[src/rtl/sram_bus_ctrl.sv]
// -----------------------------------------------------------------------------
// sram_bus_ctrl
//
// Single-port controller that turns a simple host request (req/we/addr/wdata)
// into an asynchronous-SRAM strobe sequence: SETUP -> ACCESS (WAIT_CYC cycles)
// -> HOLD -> IDLE. Every output comes straight from a flop, so the next-state
// logic computes the next output values from the next state and the
// transaction attributes.
//
// Parameters
//   ADDR_W   : external SRAM address width
//   DATA_W   : data bus width
//   WAIT_CYC : strobe width in ACCESS, legal range 1..15
//
// Ports
//   clk       : clock, all state changes on the rising edge
//   reset     : synchronous active-high reset
//   req       : host request, accepted when req && ready on a rising edge
//   we        : 1 = write, 0 = read (qualified by req)
//   addr      : host address
//   wdata     : host write data
//   ready     : high only in IDLE
//   done      : one-cycle completion pulse (during HOLD)
//   rdata     : read data, valid from done until the next read completes
//   sram_addr : SRAM address pins, keep their last value in IDLE
//   sram_dout : data to the pad output driver
//   sram_din  : data from the pad input buffer
//   sram_oe   : pad output enable, 1 = drive the data bus
//   ce_n      : active-low chip enable
//   we_n      : active-low write enable
//   oe_n      : active-low output enable
// -----------------------------------------------------------------------------
module sram_bus_ctrl #(
  parameter int ADDR_W   = 19,
  parameter int DATA_W   = 8,
  parameter int WAIT_CYC = 2
) (
  input  logic              clk,
  input  logic              reset,
  input  logic              req,
  input  logic              we,
  input  logic [ADDR_W-1:0] addr,
  input  logic [DATA_W-1:0] wdata,
  output logic              ready,
  output logic              done,
  output logic [DATA_W-1:0] rdata,
  output logic [ADDR_W-1:0] sram_addr,
  output logic [DATA_W-1:0] sram_dout,
  input  logic [DATA_W-1:0] sram_din,
  output logic              sram_oe,
  output logic              ce_n,
  output logic              we_n,
  output logic              oe_n
);

  typedef enum logic [1:0] {IDLE, SETUP, ACCESS, HOLD} state_e;

  state_e            state_q, state_d;
  logic [3:0]        cnt_q, cnt_d;
  logic              we_q, we_d;
  logic              ready_q, ready_d;
  logic              done_q, done_d;
  logic [DATA_W-1:0] rdata_q, rdata_d;
  logic [ADDR_W-1:0] sram_addr_q, sram_addr_d;
  logic [DATA_W-1:0] sram_dout_q, sram_dout_d;
  logic              sram_oe_q, sram_oe_d;
  logic              ce_n_q, ce_n_d;
  logic              we_n_q, we_n_d;
  logic              oe_n_q, oe_n_d;
  logic              accept;

  // ready_q is only high in IDLE, so a request while busy is simply dropped.
  assign accept = req && ready_q;

  always_comb begin
    // NOTE: every signal assigned here gets a default first so no path leaves
    // it unassigned; otherwise synthesis infers a latch.
    state_d     = state_q;
    cnt_d       = cnt_q;
    we_d        = we_q;
    rdata_d     = rdata_q;
    // sram_addr_q / sram_dout_q double as the latched host address and data.
    sram_addr_d = sram_addr_q;
    sram_dout_d = sram_dout_q;

    unique case (state_q)
      IDLE: begin
        if (accept) begin
          state_d     = SETUP;
          we_d        = we;
          sram_addr_d = addr;
          sram_dout_d = wdata;
        end
      end
      SETUP: begin
        state_d = ACCESS;
        cnt_d   = 4'(WAIT_CYC - 1);
      end
      ACCESS: begin
        if (cnt_q == 4'd0) begin
          state_d = HOLD;
          // Edge ending the last ACCESS cycle: data has had the full strobe.
          if (!we_q) rdata_d = sram_din;
        end else begin
          cnt_d = cnt_q - 4'd1;
        end
      end
      HOLD:    state_d = IDLE;
      default: state_d = IDLE;
    endcase

    // Registered outputs are derived from the state being entered.
    ready_d   = 1'b0;
    done_d    = 1'b0;
    ce_n_d    = 1'b1;
    we_n_d    = 1'b1;
    oe_n_d    = 1'b1;
    sram_oe_d = 1'b0;
    unique case (state_d)
      IDLE:  ready_d = 1'b1;
      SETUP: begin
        ce_n_d    = 1'b0;
        oe_n_d    = we_d;
        sram_oe_d = we_d;
      end
      ACCESS: begin
        ce_n_d    = 1'b0;
        we_n_d    = !we_d;
        oe_n_d    = we_d;
        sram_oe_d = we_d;
      end
      HOLD: begin
        // Strobes released, but the pad keeps driving write data for hold time.
        ce_n_d    = 1'b0;
        sram_oe_d = we_d;
        done_d    = 1'b1;
      end
      default: ready_d = 1'b0;
    endcase
  end

  always_ff @(posedge clk) begin
    // NOTE: state updates use non-blocking assignments so every flop samples
    // the pre-edge values, independent of statement order.
    if (reset) begin
      state_q     <= IDLE;
      cnt_q       <= 4'd0;
      we_q        <= 1'b0;
      ready_q     <= 1'b1;
      done_q      <= 1'b0;
      rdata_q     <= '0;
      sram_addr_q <= '0;
      sram_dout_q <= '0;
      sram_oe_q   <= 1'b0;
      ce_n_q      <= 1'b1;
      we_n_q      <= 1'b1;
      oe_n_q      <= 1'b1;
    end else begin
      state_q     <= state_d;
      cnt_q       <= cnt_d;
      we_q        <= we_d;
      ready_q     <= ready_d;
      done_q      <= done_d;
      rdata_q     <= rdata_d;
      sram_addr_q <= sram_addr_d;
      sram_dout_q <= sram_dout_d;
      sram_oe_q   <= sram_oe_d;
      ce_n_q      <= ce_n_d;
      we_n_q      <= we_n_d;
      oe_n_q      <= oe_n_d;
    end
  end

  assign ready     = ready_q;
  assign done      = done_q;
  assign rdata     = rdata_q;
  assign sram_addr = sram_addr_q;
  assign sram_dout = sram_dout_q;
  assign sram_oe   = sram_oe_q;
  assign ce_n      = ce_n_q;
  assign we_n      = we_n_q;
  assign oe_n      = oe_n_q;

endmodule

[config.mk]
export PLATFORM = sky130hd
export DESIGN_NAME = sram_bus_ctrl
export DESIGN_NICKNAME = d
export VERILOG_FILES = /design/src/rtl/sram_bus_ctrl.sv
export SDC_FILE = /design/constraint.sdc
export NUM_CORES = 1
export LEC_CHECK = 0
export BUFFER_PORTS_ARGS = -buffer_cell sky130_fd_sc_hd__buf_2
export CAP_MARGIN = 0
export CORE_ASPECT_RATIO = 1.2
export CORE_UTILIZATION = 38
export CTS_CLUSTER_SIZE = 14
export DETAILED_ROUTE_END_ITERATION = 6
export PLACE_DENSITY = 0.66
export SLEW_MARGIN = 20
export SYNTH_ARGS = -nofsm -noshare
export SYNTH_HDL_FRONTEND = slang
export SYNTH_SLANG_ARGS = --single-unit
[constraint.sdc]
create_clock -name clk -period 3.35 [get_ports clk]
set_clock_uncertainty 0.05 [all_clocks]
set_input_delay 0.5025 -clock clk [delete_from_list [all_inputs] [get_ports clk]]
set_output_delay 0.5025 -clock clk [all_outputs]
set_load 0.005 [all_outputs]
Yosys cells after proc, flatten, opt, wreduce, memory -nomap -nowiden --
Cells that the tools add are included.
Storage, ports and cells: register bits after elaboration 48, input bits 39, output and inout port bits 41, word-level logic and storage cells 48
Cells by class: add/subtract/negate cells 1, eq/ne operators 7, mux-type cells 10, bitwise gates (word level) 4, reduce and logical (&&, ||, !) cells 14
Operators with widths (count):
- equality test 2 bit (second input constant) | 4
- case mux 2 bit (4 select lines) | 1
- case mux 4 bit (2 select lines) | 1
- OR reduction 2 bit | 4
- two-way mux 1 bit | 5
- equality test 2 x 1 -> 1 bit (second input constant) | 2
- logical NOT 2 bit | 2
- logical NOT 4 bit | 1
- two-way mux 2 bit | 2
- two-way mux 4 bit | 1
- NOT 1 bit | 4
- AND reduction 2 bit | 2
- subtractor 4 x 1 -> 4 bit (second input constant) | 1
- AND reduction 3 bit | 1
- OR reduction 3 bit | 1
- inequality test 2 bit (second input constant) | 1
- nonzero test 2 bit | 1
- logical AND 1 bit | 1
- logical NOT 1 bit | 1

Depth between registers and ports, before layout --
Gate-level depths: netlist (run 1).
depth in word-level cells 7, gate-level depth with buffers 7, gate-level depth less buffers 7

Least setup slack after synthesis (run 1) --
No wires, ideal clock.
path type register to register, from register state_q[0], to register oe_n_q, in the netlist oe_n, library setup time 127 ps, arrival 1663 ps, data required time 3173 ps, slack 1510 ps, cell stages (with the launch flop) 7, buffers on the path 0, period minus slack after synthesis 1840 ps, cell sequence dfxtp_1 inv_1 ha_1 a31o_2 o22ai_1 ha_1 or3_1
Between the ends: cells in the longest elaborated chain, start to end 6, elaborated cells between the ends (all ways) 13, classes of those cells eq/ne (5); mux (4); bitwise (1); reduce/logical (3)
Ends and longest elaborated chain:
- start: declaration | line 58 | state_e state_q, state_d;
- start signal: assignment | line 159 | state_q <= state_d;
- equality test 2 bit, or another cell as far along | line 86 | unique case (state_q)
- case mux 2 bit (4 select lines) | line 86
- equality test 2 bit or equality test 2 x 1 -> 1 bit (tied branches) | line 119 | unique case (state_d)
- OR reduction 2 bit (no line)
- NOT 1 bit (no line)
- OR reduction 2 bit (no line)
- end signal: assignment | line 170 | oe_n_q <= oe_n_d;
- end: declaration | line 69 | logic oe_n_q, oe_n_d;
Several ways; a longest one is shown, not always the timed one. A chain may end at the register's enable or synchronous reset.

Worst setup path in the final report (run 1) --
Ends and elaborated chain as after synthesis.

==> flow_metrics.py, run 1 <==
metrics = {
    "clock_tree": {
        "cts_buffer_depth": 2,
        "numCtsBuffers": 5,
        "htreeDepth": 2,
        "post_cts_resize_count": 0,
        "cts_setup_buffers": 0,
        "cts_sinks": 47,
        "cts_root_buf": "clkbuf_8",
        "hold_buffers": 0,
        "clk_pin_slew_worst_paths_ns": 0.09,
        "cts_tree": "yes",
        "insertion_delay_ns": 0.29,
    },
    "power": {
        "p_sw_uw": 602,
        "pwr-share-clk": 0.201,
        "leakage_uw": 0.00110,
        "power.density_mw_per_mm2": 724,
        "p_seq_frac": 0.428,
        "p_sw_frac": 0.344,
        "ir_worst_vdd_v": 0.000411,
        "p_comb_frac": 0.371,
        "p_int_uw": 1150,
    },
    "timing": {
        "maxSlewHeadroom": 0.431,
        "fin_tns_setup_ns": 0,
        "post-route-period-util": 0.594,
        "rsz0062_at_grt": "false",
        "worst_slack_ns": 1.36,
        "fmax_mhz": 502,
        "period_needed_ns": 1.99,
        "maxSlewViolCount": 0,
        "tightest_slew_ns": 0.853,
        "hold_violations": 0,
        "setup_viol": 0,
    },
    "job": {
        "cap_viol_max_count": 0,
    },
    "place": {
        "portBuffers": 79,
        "pre_cts_slack_ns": 1.35,
        "gp_congestion": 0.779,
        "hpwl_um": 2670,
    },
    "drt": {
        "wl_per_cell_um": 11.0,
        "first_iter_violations": 74,
        "drt.antenna.violating_nets": 0,
        "routed_wl_um": 3830,
        "drc": 0,
        "dr_total_vias": 1607,
        "dr.pass1.iters": 4,
        "vias_per_cell": 4.62,
    },
    "synthesis": {
        "syn_area_per_cell_sq_um": 9.02,
        "synth_cell_types": 33,
        "ys_top_cells_by_count": "nand2_1 (54), dfxtp_1 (47), a21oi_1 (30), mux2i_1 (9), or2b_2 (9)",
        "yosys-top-cells-area": "dfxtp_1 (49%), nand2_1 (11%), a21oi_1 (7.8%)",
        "synth_top_flop_cell": "dfxtp_1",
        "synth.most_common_cell": "nand2_1",
        "syn_area_sq_mm": 0.00193,
        "yosys_warnings": 0,
        "synth_edf_count": 0,
        "synthCells": 214,
        "synth_nets": 261,
        "synth_area_leader_cell": "dfxtp_1",
        "async_flop_share": 0,
        "yosysSeqAreaShare": 0.488,
        "ys_seq_elements": 47,
        "synth_top_area_share": 0.488,
    },
    "global_route": {
        "grt_max_degree": 55,
        "grt_antenna_before_repair": 0,
        "grt_pass1_vias": 1407,
        "grt_pass1_wl_um": 5870,
        "grt_usage": 0.143,
        "overflow": 0,
    },
    "critical_path": {
        "critPathRequiredTime_ns": 3.47,
        "reg2reg_from": "state_q[0]",
        "worstPathMaxFanout": 4,
        "start_kind": "flip-flop",
        "cpPeakStageDelay_ns": 0.36,
        "cp_cell_sequence": "inv_1 -> ha_1 -> a31o_2 -> o22ai_1 -> ha_1 -> or3_1",
        "r2r_cells": 6,
        "crit_path_end_kind": "flip-flop",
        "reg2reg_slack_ns": 1.36,
        "crit_top_cell": "ha_1",
        "reg2reg_to": "oe_n",
        "crit_path_top_delay_cell": "dfxtp_1",
        "path_class": "flip-flop to flip-flop",
        "worstPathArrival_ns": 2.11,
    },
    "layout": {
        "nFillCells": 499,
        "nNetsFinal": 334,
        "drive_gt1_frac": 0.354,
        "diodes": 0,
        "area_growth_pct": 25.2,
    },
    "floorplanning": {
        "die-area_sq_mm": 0.00537,
        "die_h_um": 80.1,
        "num_rows": 28,
        "initial_core_util": 0.393,
        "dieWidth_um": 67.0,
        "coreArea_sq_mm": 0.00490,
        "io_pins": 80,
    },
    "hold_path": {
        "hold-path-cell-count": 3,
        "hold_start": "wdata[5]",
        "min_to": "sram_dout[5]",
        "hold_class": "input port to flip-flop",
    },
    "status": {
        "run_status": "finished, final reports clean",
    },
}
## registers in the layout, summed over array words and instances, names as in the netlist
register	flops
we_n	1
sram_dout	8
done	1
we_q	1
sram_oe	1
sram_addr	19
state_q	2
oe_n	1
cnt_q	4
rdata	8
ready	1
## worst max-delay path: cells and delay by family, from the launching register on
family	cells	cell delay, ns
buffers and inverters	1	0.08
adder cells (fa/ha/maj)	2	0.52
AO/OA/AOI/OAI	2	0.54
flip-flops	1	0.36
AND/OR/NAND/NOR	1	0.33
## cells by family after synthesis
kind of cell / count (synthesis) / synth area share
buffers and inverters: 20 / 0.0564
muxes: 10 / 0.0545
and+or+nand+nor: 91 / 0.245
adders and majority gates: 8 / 0.0519
AOI/OAI and AO/OA: 38 / 0.104
DFF: 47 / 0.488
## metal layers
layer  wire (um)  GRT usage
met1        1710      0.154
met2        1870      0.261
met3         241     0.0369
met4           0     0.0511
met5           0          0
## through the flow
| step | utilization | instances | power [uW] | instance area (sq um) | hold WS [ns] |
|---|---|---|---|---|---|
| finish | 0.493 | 348 | 1750 | 2420 | 0.382 |
| global route | 0.493 | 348 | 1890 | 2420 | 0.378 |
| CTS | 0.493 | 348 | 1790 | 2420 | 0.376 |
| detailed placement | 0.473 | 340 | 1430 | 2320 | 0.394 |
| global placement | 0.473 | 340 | 1410 | 2320 | 0.389 |
| floorplan | - | 214 | 1240 | 1930 | 0.403 |
## cell type report
cell class              count  area [sq um]  share of cell area
well taps                  60          75.1              0.0311
flip-flops and latches     47           941               0.389
clock inverters             1          8.76             0.00363
multi-input cells         147           880               0.364
repair buffers             80           403               0.167
inverters                   6          22.5             0.00932
clock buffers               7          86.3              0.0357
## power groups by stage
stage                     clock (uW)  combinational (uW)  sequential (uW)
after floorplan                    0                 473              767
after global placement             0                 656              758
after detailed placement           0                 664              764
after CTS                        372                 665              751
after global routing             391                 739              765
final                            352                 649              749
## how the worst max path moves through the flow
| stage | from | endpoint | slack (ns) | cells after the start |
|---|---|---|---|---|
| 2_1_floorplan | state_q[0] | oe_n | 1.51 | 6 |
| 3_3_place_gp | state_q[0] | oe_n | 1.37 | 6 |
| 3_5_place_dp | state_q[0] | oe_n | 1.35 | 6 |
| 4_1_cts | state_q[0] | oe_n | 1.33 | 6 |
| 5_1_grt | state_q[0] | oe_n | 1.18 | 6 |
| 6_report | state_q[0] | oe_n | 1.36 | 6 |
## placed cells by master (no fill, tap or decap), types with 2 or more instances in the layout
cell / netlist / routed
mux2i_1: 9 / 9
o21ai_0: 4 / 4
nand2_1: 54 / 54
nor2_1: 5 / 5
nor2b_1: 2 / 2
buf_2: 5 / 79
a21oi_1: 30 / 30
nand2b_1: 7 / 7
clkbuf_8: 0 / 6
inv_1: 6 / 6
or2b_2: 9 / 9
dfxtp_1: 47 / 47
nand3b_1: 3 / 3
ha_1: 8 / 8
Note: power is estimated with default switching activity, not from simulation.
==> run 2, diff against run 1 <==
--- a/config.mk
+++ b/config.mk
@@ -5,13 +5,14 @@
 export SDC_FILE = /design/constraint.sdc
 export NUM_CORES = 1
 export LEC_CHECK = 0
+export ABC_AREA = 1
 export BUFFER_PORTS_ARGS = -buffer_cell sky130_fd_sc_hd__buf_2
 export CAP_MARGIN = 0
 export CORE_ASPECT_RATIO = 1.2
 export CORE_UTILIZATION = 38
 export CTS_CLUSTER_SIZE = 14
 export DETAILED_ROUTE_END_ITERATION = 6
-export PLACE_DENSITY = 0.66
+export PLACE_DENSITY = 0.69
 export SLEW_MARGIN = 20
 export SYNTH_ARGS = -nofsm -noshare
 export SYNTH_HDL_FRONTEND = slang
==> constraint.sdc (replaced) <==
create_clock -name clk -period 1.65 [get_ports clk]
set_clock_uncertainty 0.05 [all_clocks]
set_input_delay 0.2475 -clock clk [delete_from_list [all_inputs] [get_ports clk]]
set_output_delay 0.2475 -clock clk [all_outputs]
set_load 0.005 [all_outputs]
==> flow_metrics.py, run 2 <==
metrics = {
    "synthesis": {
        "synth_area_leader_cell": "dfxtp_1",
        "synth.most_common_cell": "dfxtp_1",
        "synth_top_flop_cell": "dfxtp_1",
        "ys_seq_elements": 47,
        "yosysSeqAreaShare": 0.504,
        "synthCells": 222,
        "synth_top_area_share": 0.504,
        "synth_cell_types": 25,
        "async_flop_share": 0,
        "synth_edf_count": 0,
        "syn_area_sq_mm": 0.00187,
        "ys_top_cells_by_count": "dfxtp_1 (47), a21oi_1 (39), inv_1 (36), o21ai_0 (28), nand2_1 (14)",
        "syn_area_per_cell_sq_um": 8.40,
        "synth_nets": 269,
        "yosys-top-cells-area": "dfxtp_1 (50%), a21oi_1 (10%), o21ai_0 (7.5%)",
        "yosys_warnings": 0,
    },
    "floorplanning": {
        "dieWidth_um": 66.0,
        "die-area_sq_mm": 0.00519,
        "initial_core_util": 0.400,
        "coreArea_sq_mm": 0.00466,
        "die_h_um": 78.8,
        "io_pins": 80,
        "num_rows": 27,
    },
    "power": {
        "p_total_uw": 4060,
        "ir_worst_vdd_v": 0.000751,
        "p_int_uw": 2530,
        "p_comb_frac": 0.420,
        "power.density_mw_per_mm2": 1670,
        "p_seq_frac": 0.404,
        "p_sw_uw": 1520,
        "pwr-share-clk": 0.176,
        "leakage_uw": 0.00113,
        "p_sw_frac": 0.376,
    },
    "drt": {
        "dr.pass1.iters": 4,
        "dr_total_vias": 1664,
        "first_iter_violations": 53,
        "wl_per_cell_um": 11.1,
        "drt.antenna.violating_nets": 0,
        "routed_wl_um": 3980,
        "drc": 0,
        "vias_per_cell": 4.64,
    },
    "critical_path": {
        "worstPathArrival_ns": 1.76,
        "cp_num_buf_inv": 2,
        "cp_cell_sequence": "inv_2 -> ha_1 -> inv_1 -> a21oi_2 -> a31oi_4 -> ha_1 -> or2_2 -> nor2_1",
        "crit_family": "simple AND/OR/NAND/NOR gates",
        "crit_path_end_kind": "flip-flop",
        "cpPeakStageDelay_ns": 0.32,
        "worstPathMaxFanout": 5,
        "path_class": "flip-flop to flip-flop",
        "crit_path_top_delay_cell": "dfxtp_1",
        "start_kind": "flip-flop",
        "crit_top_cell": "ha_1",
        "critPathRequiredTime_ns": 1.84,
    },
    "clock_tree": {
        "cts_root_buf": "clkbuf_8",
        "cts_sinks": 47,
        "cts_buffer_depth": 2,
        "htreeDepth": 2,
        "insertion_delay_ns": 0.30,
        "cts_tree": "yes",
        "numCtsBuffers": 5,
        "clk_pin_slew_worst_paths_ns": 0.09,
    },
    "hold_path": {
        "hold_class": "input port to flip-flop",
    },
    "global_route": {
        "grt_antenna_before_repair": 0,
        "grt_pass1_vias": 1394,
        "overflow": 0,
        "grt_max_degree": 55,
        "grt_usage": 0.149,
        "grt_pass1_wl_um": 5940,
    },
    "timing": {
        "fin_tns_setup_ns": 0,
        "maxSlewViolCount": 0,
        "period_needed_ns": 1.57,
        "worst_slack_ns": 0.0824,
        "fmax_mhz": 638,
        "holdWs_ns": 0.137,
        "post-route-period-util": 0.950,
        "hold_violations": 0,
        "tightest_slew_ns": 0.377,
        "setup_viol": 0,
        "maxSlewHeadroom": 0.749,
    },
    "place": {
        "hpwl_um": 2810,
        "gp_congestion": 0.788,
        "portBuffers": 79,
        "pre_cts_slack_ns": 0.0505,
    },
    "layout": {
        "diodes": 0,
        "final_common_cell": "buf_2",
        "nNetsFinal": 347,
        "drive_gt1_frac": 0.359,
        "largest_reg_flops": 19,
        "layout_common_cells": "buf_2 (79), dfxtp_1 (47), a21oi_1 (38)",
        "area_growth_pct": 30.7,
    },
    "status": {
        "run_status": "finished, final reports clean",
    },
    "job": {
        "cap_viol_max_count": 0,
    },
}
-- run 2: cell types whose count changed in the layout (fill, tap and decap cells not counted), sizes merged, moves of 8 or more --
cell   previous run  this run
o21ai             4        29
mux2i             9         0
a21oi            30        40
nand2            54        18
or2b              9         0
inv               6        39
nand4             0         8
-- run 2: per-layer routing --
| metal | vias to the layer above | track usage | routed length, um |
|---|---|---|---|
| li1 | 871 | - | - |
| met1 | 718 | 0.165 | 1720 |
| met2 | 70 | 0.260 | 1910 |
| met3 | 5 | 0.0489 | 309 |
| met4 | 0 | 0.0574 | 43 |
| met5 | - | 0 | 0 |
-- run 2: worst register-to-register path, cell delays in order, from the launching register on --
cell and delay [ns]:
dfxtp_1 0.32, inv_2 0.09, ha_1 0.15, inv_1 0.08, a21oi_2 0.17, a31oi_4 0.06, ha_1 0.20, or2_2 0.30
nor2_1 0.10
-- run 2: repair_timing --
item,4_1_cts,5_1_grt
setup endpoints to repair,0,4
gates resized for setup,0,5
hold buffers,0,0
hold endpoints to repair,0,0
setup buffers,0,1
-- run 2: metrics by stage --
stage	area, sq um	util	instances
final	2440	0.523	359
after floorplan	1870	-	222
after CTS	2400	0.516	358
after global placement	2310	0.495	350
after global routing	2440	0.523	359
after detailed placement	2310	0.495	350
-- run 2: logic make-up after synthesis --
logic type | after synthesis | synth area share
DFF | 47 | 0.504
and+or+nand+nor | 45 | 0.127
AOI/OAI and AO/OA | 70 | 0.196
xor gates and xnor gates | 1 | 0.00470
adders and majority gates | 8 | 0.0537
buffers and inverters | 51 | 0.114
-- run 2: path summary, 6_finish.rpt --
| path | from | endpoint | slack, ns | cells after the start |
|---|---|---|---|---|
| worst max-delay path | state_q[0] | sram_oe | 0.08 | 8 |
| worst min-delay path | we | oe_n | 0.14 | 3 |
| worst max register to register | state_q[0] | sram_oe | 0.08 | 8 |
| worst min register to register | sram_addr[0] | sram_addr[0] | 0.39 | 2 |
-- run 2: power by group through the flow --
stage	Clock [uW]	Combinational, uW	Sequential [uW]
4_1_cts	743	1630	1640
3_3_place_gp	0	1580	1650
3_5_place_dp	0	1620	1670
6_report	716	1700	1640
5_1_grt	798	1920	1680
2_1_floorplan	0	1030	1690
-- run 2: cell type report --
type	count	area [sq um]
Clock buffer	7	86.3
Clock inverter	1	8.76
Fill cell	463	2220
Inverter	39	146
Multi-Input combinational cell	124	744
Sequential cell	47	941
Tap cell	58	72.6
Timing Repair Buffer	83	438
==> run 3, diff against run 2 <==
--- a/config.mk
+++ b/config.mk
@@ -5,14 +5,13 @@
 export SDC_FILE = /design/constraint.sdc
 export NUM_CORES = 1
 export LEC_CHECK = 0
-export ABC_AREA = 1
 export BUFFER_PORTS_ARGS = -buffer_cell sky130_fd_sc_hd__buf_2
 export CAP_MARGIN = 0
 export CORE_ASPECT_RATIO = 1.2
 export CORE_UTILIZATION = 38
 export CTS_CLUSTER_SIZE = 14
 export DETAILED_ROUTE_END_ITERATION = 6
-export PLACE_DENSITY = 0.69
+export PLACE_DENSITY = 0.68
 export SLEW_MARGIN = 20
 export SYNTH_ARGS = -nofsm -noshare
 export SYNTH_HDL_FRONTEND = slang
==> flow_metrics.py, run 3 (same netlist as run 1, synthesis figures left out) <==
metrics = {
    "status": {
        "run_status": "finished, violations left",
        "violations": "setup timing",
    },
    "power": {
        "p_total_uw": 4180,
        "ir_worst_vdd_v": 0.000818,
        "power.density_mw_per_mm2": 1570,
        "leakage_uw": 0.00121,
    },
    "timing": {
        "post-route-period-util": 1.03,
        "worst_slack_ns": -0.0478,
        "period_needed_ns": 1.70,
        "setup_viol": 1,
        "rsz0062_at_grt": "true",
        "maxSlewViolCount": 0,
        "tightest_slew_ns": 0.703,
        "fmax_mhz": 589,
        "maxSlewHeadroom": 0.532,
        "hold_violations": 0,
    },
    "hold_path": {
        "hold_start": "addr[5]",
        "hold-path-cell-count": 3,
        "hold_class": "input port to flip-flop",
        "min_to": "sram_addr[5]",
    },
    "critical_path": {
        "reg2reg_to": "oe_n",
        "path_class": "flip-flop to flip-flop",
        "cp_cell_sequence": "inv_2 -> buf_4 -> ha_1 -> and3_4 -> mux2_4 -> or3_1",
        "crit_family": "simple AND/OR/NAND/NOR gates",
        "worstPathArrival_ns": 1.82,
        "reg2reg_slack_ns": -0.05,
        "worstPathMaxFanout": 3,
        "critPathRequiredTime_ns": 1.78,
        "crit_path_end_kind": "flip-flop",
        "cp_num_buf_inv": 2,
        "reg2reg_from": "state_q[0]",
        "r2r_cells": 6,
        "critPathLaunch": "state_q[0]",
        "start_kind": "flip-flop",
        "crit_path_top_delay_cell": "dfxtp_2",
        "cpPeakStageDelay_ns": 0.34,
    },
    "floorplanning": {
        "die_h_um": 80.1,
        "die-area_sq_mm": 0.00537,
        "coreArea_sq_mm": 0.00490,
        "initial_core_util": 0.393,
        "io_pins": 80,
        "num_rows": 28,
        "dieWidth_um": 67.0,
    },
    "global_route": {
        "grt_pass1_wl_um": 6440,
        "overflow": 0,
        "grt_pass1_vias": 1559,
        "grt_max_degree": 45,
        "grt_antenna_before_repair": 0,
        "grt_usage": 0.153,
    },
    "clock_tree": {
        "htreeDepth": 2,
        "cts_root_buf": "clkbuf_8",
        "clk_pin_slew_worst_paths_ns": 0.09,
        "cts_sinks": 47,
        "cts_buffer_depth": 2,
        "hold_buffers": 0,
        "numCtsBuffers": 5,
        "insertion_delay_ns": 0.29,
        "cts_tree": "yes",
    },
    "drt": {
        "vias_per_cell": 4.64,
        "drt.antenna.violating_nets": 0,
        "dr.pass1.iters": 4,
        "wl_per_cell_um": 10.8,
        "dr_total_vias": 1684,
        "routed_wl_um": 3930,
        "first_iter_violations": 50,
        "drc": 0,
    },
    "layout": {
        "diodes": 0,
        "area_growth_pct": 37.8,
        "drive_gt1_frac": 0.429,
        "fin_area_sq_mm": 0.00266,
        "nFillCells": 490,
        "final_util": 0.542,
        "multiInputGateArea_sq_um": 965,
        "largest_reg_flops": 19,
        "layout_common_cells": "buf_2 (79), nand2_1 (54), dfxtp_1 (45)",
        "nNetsFinal": 349,
        "stdcell_count": 363,
        "final-seq-area_sq_um": 943,
        "final_common_cell": "buf_2",
    },
    "job": {
        "cap_viol_max_count": 0,
    },
    "place": {
        "hpwl_um": 2860,
        "pre_cts_slack_ns": -0.0773,
        "post_dp_cell_area_sq_mm": 0.00250,
        "portBuffers": 79,
        "dp.cells": 353,
        "gp_congestion": 0.808,
    },
}
run 3: cell types whose count changed in the layout (fill, tap and decap cells not counted), moves of 7 or more:
cell      previous run  this run
o21ai_0             28         4
buf_4                3        14
inv_1               35         4
nand2_1             14        54
mux2i_1              0         8
a21oi_1             38        30
or2b_2               0         9
nand4_1              8         0
nand2b_1             0         7
run 3: report_power, final:
part           switching [uW]  internal, uW
clock network             370           451
logic                     882           964
registers                 127          1390
total                    1380          2810
run 3: how the worst max path moves through the flow:
| stage | endpoint | slack [ns] | cells past startpoint |
|---|---|---|---|
| floorplan | oe_n | -0.03 | 6 |
| global placement | oe_n | -0.05 | 6 |
| detailed placement | oe_n | -0.08 | 6 |
| CTS | oe_n | -0.09 | 6 |
| global route | oe_n | -0.13 | 6 |
| finish | oe_n | -0.05 | 6 |
run 3: area by class of cell:
type | instances | area share
Multi-Input combinational cell | 147 | 0.363
Sequential cell | 47 | 0.355
Timing Repair Buffer | 95 | 0.203
Tap cell | 60 | 0.0282
Clock buffer | 5 | 0.0259
Clock inverter | 3 | 0.0165
Inverter | 6 | 0.00847
run 3: layer usage:
metal  global-route usage  up-vias  wire length (um)
met5                    0        -                 0
met4               0.0660        0                72
met1                0.172      754              1730
li1                     -      874                 -
met2                0.276       52              1930
met3               0.0270        4               191
run 3: metrics by stage:
| step | hold WS [ns] | setup TNS (ns) |
|---|---|---|
| floorplan | 0.333 | -0.0329 |
| global placement | 0.389 | -0.0511 |
| detailed placement | 0.394 | -0.0773 |
| CTS | 0.122 | -0.0995 |
| global route | 0.128 | -0.220 |
| finish | 0.133 | -0.0478 |
run 3: repair_timing:
item	4_1_cts	5_1_grt
resized for setup	0	6
endpoints found under the setup margin	2	7
setup buffers	1	1
pin swaps	0	6
run 3: tightest hold or removal path, stage by stage:
cell     delay, ns
buf_2         0.09
nand2_1       0.04
a21oi_1       0.05
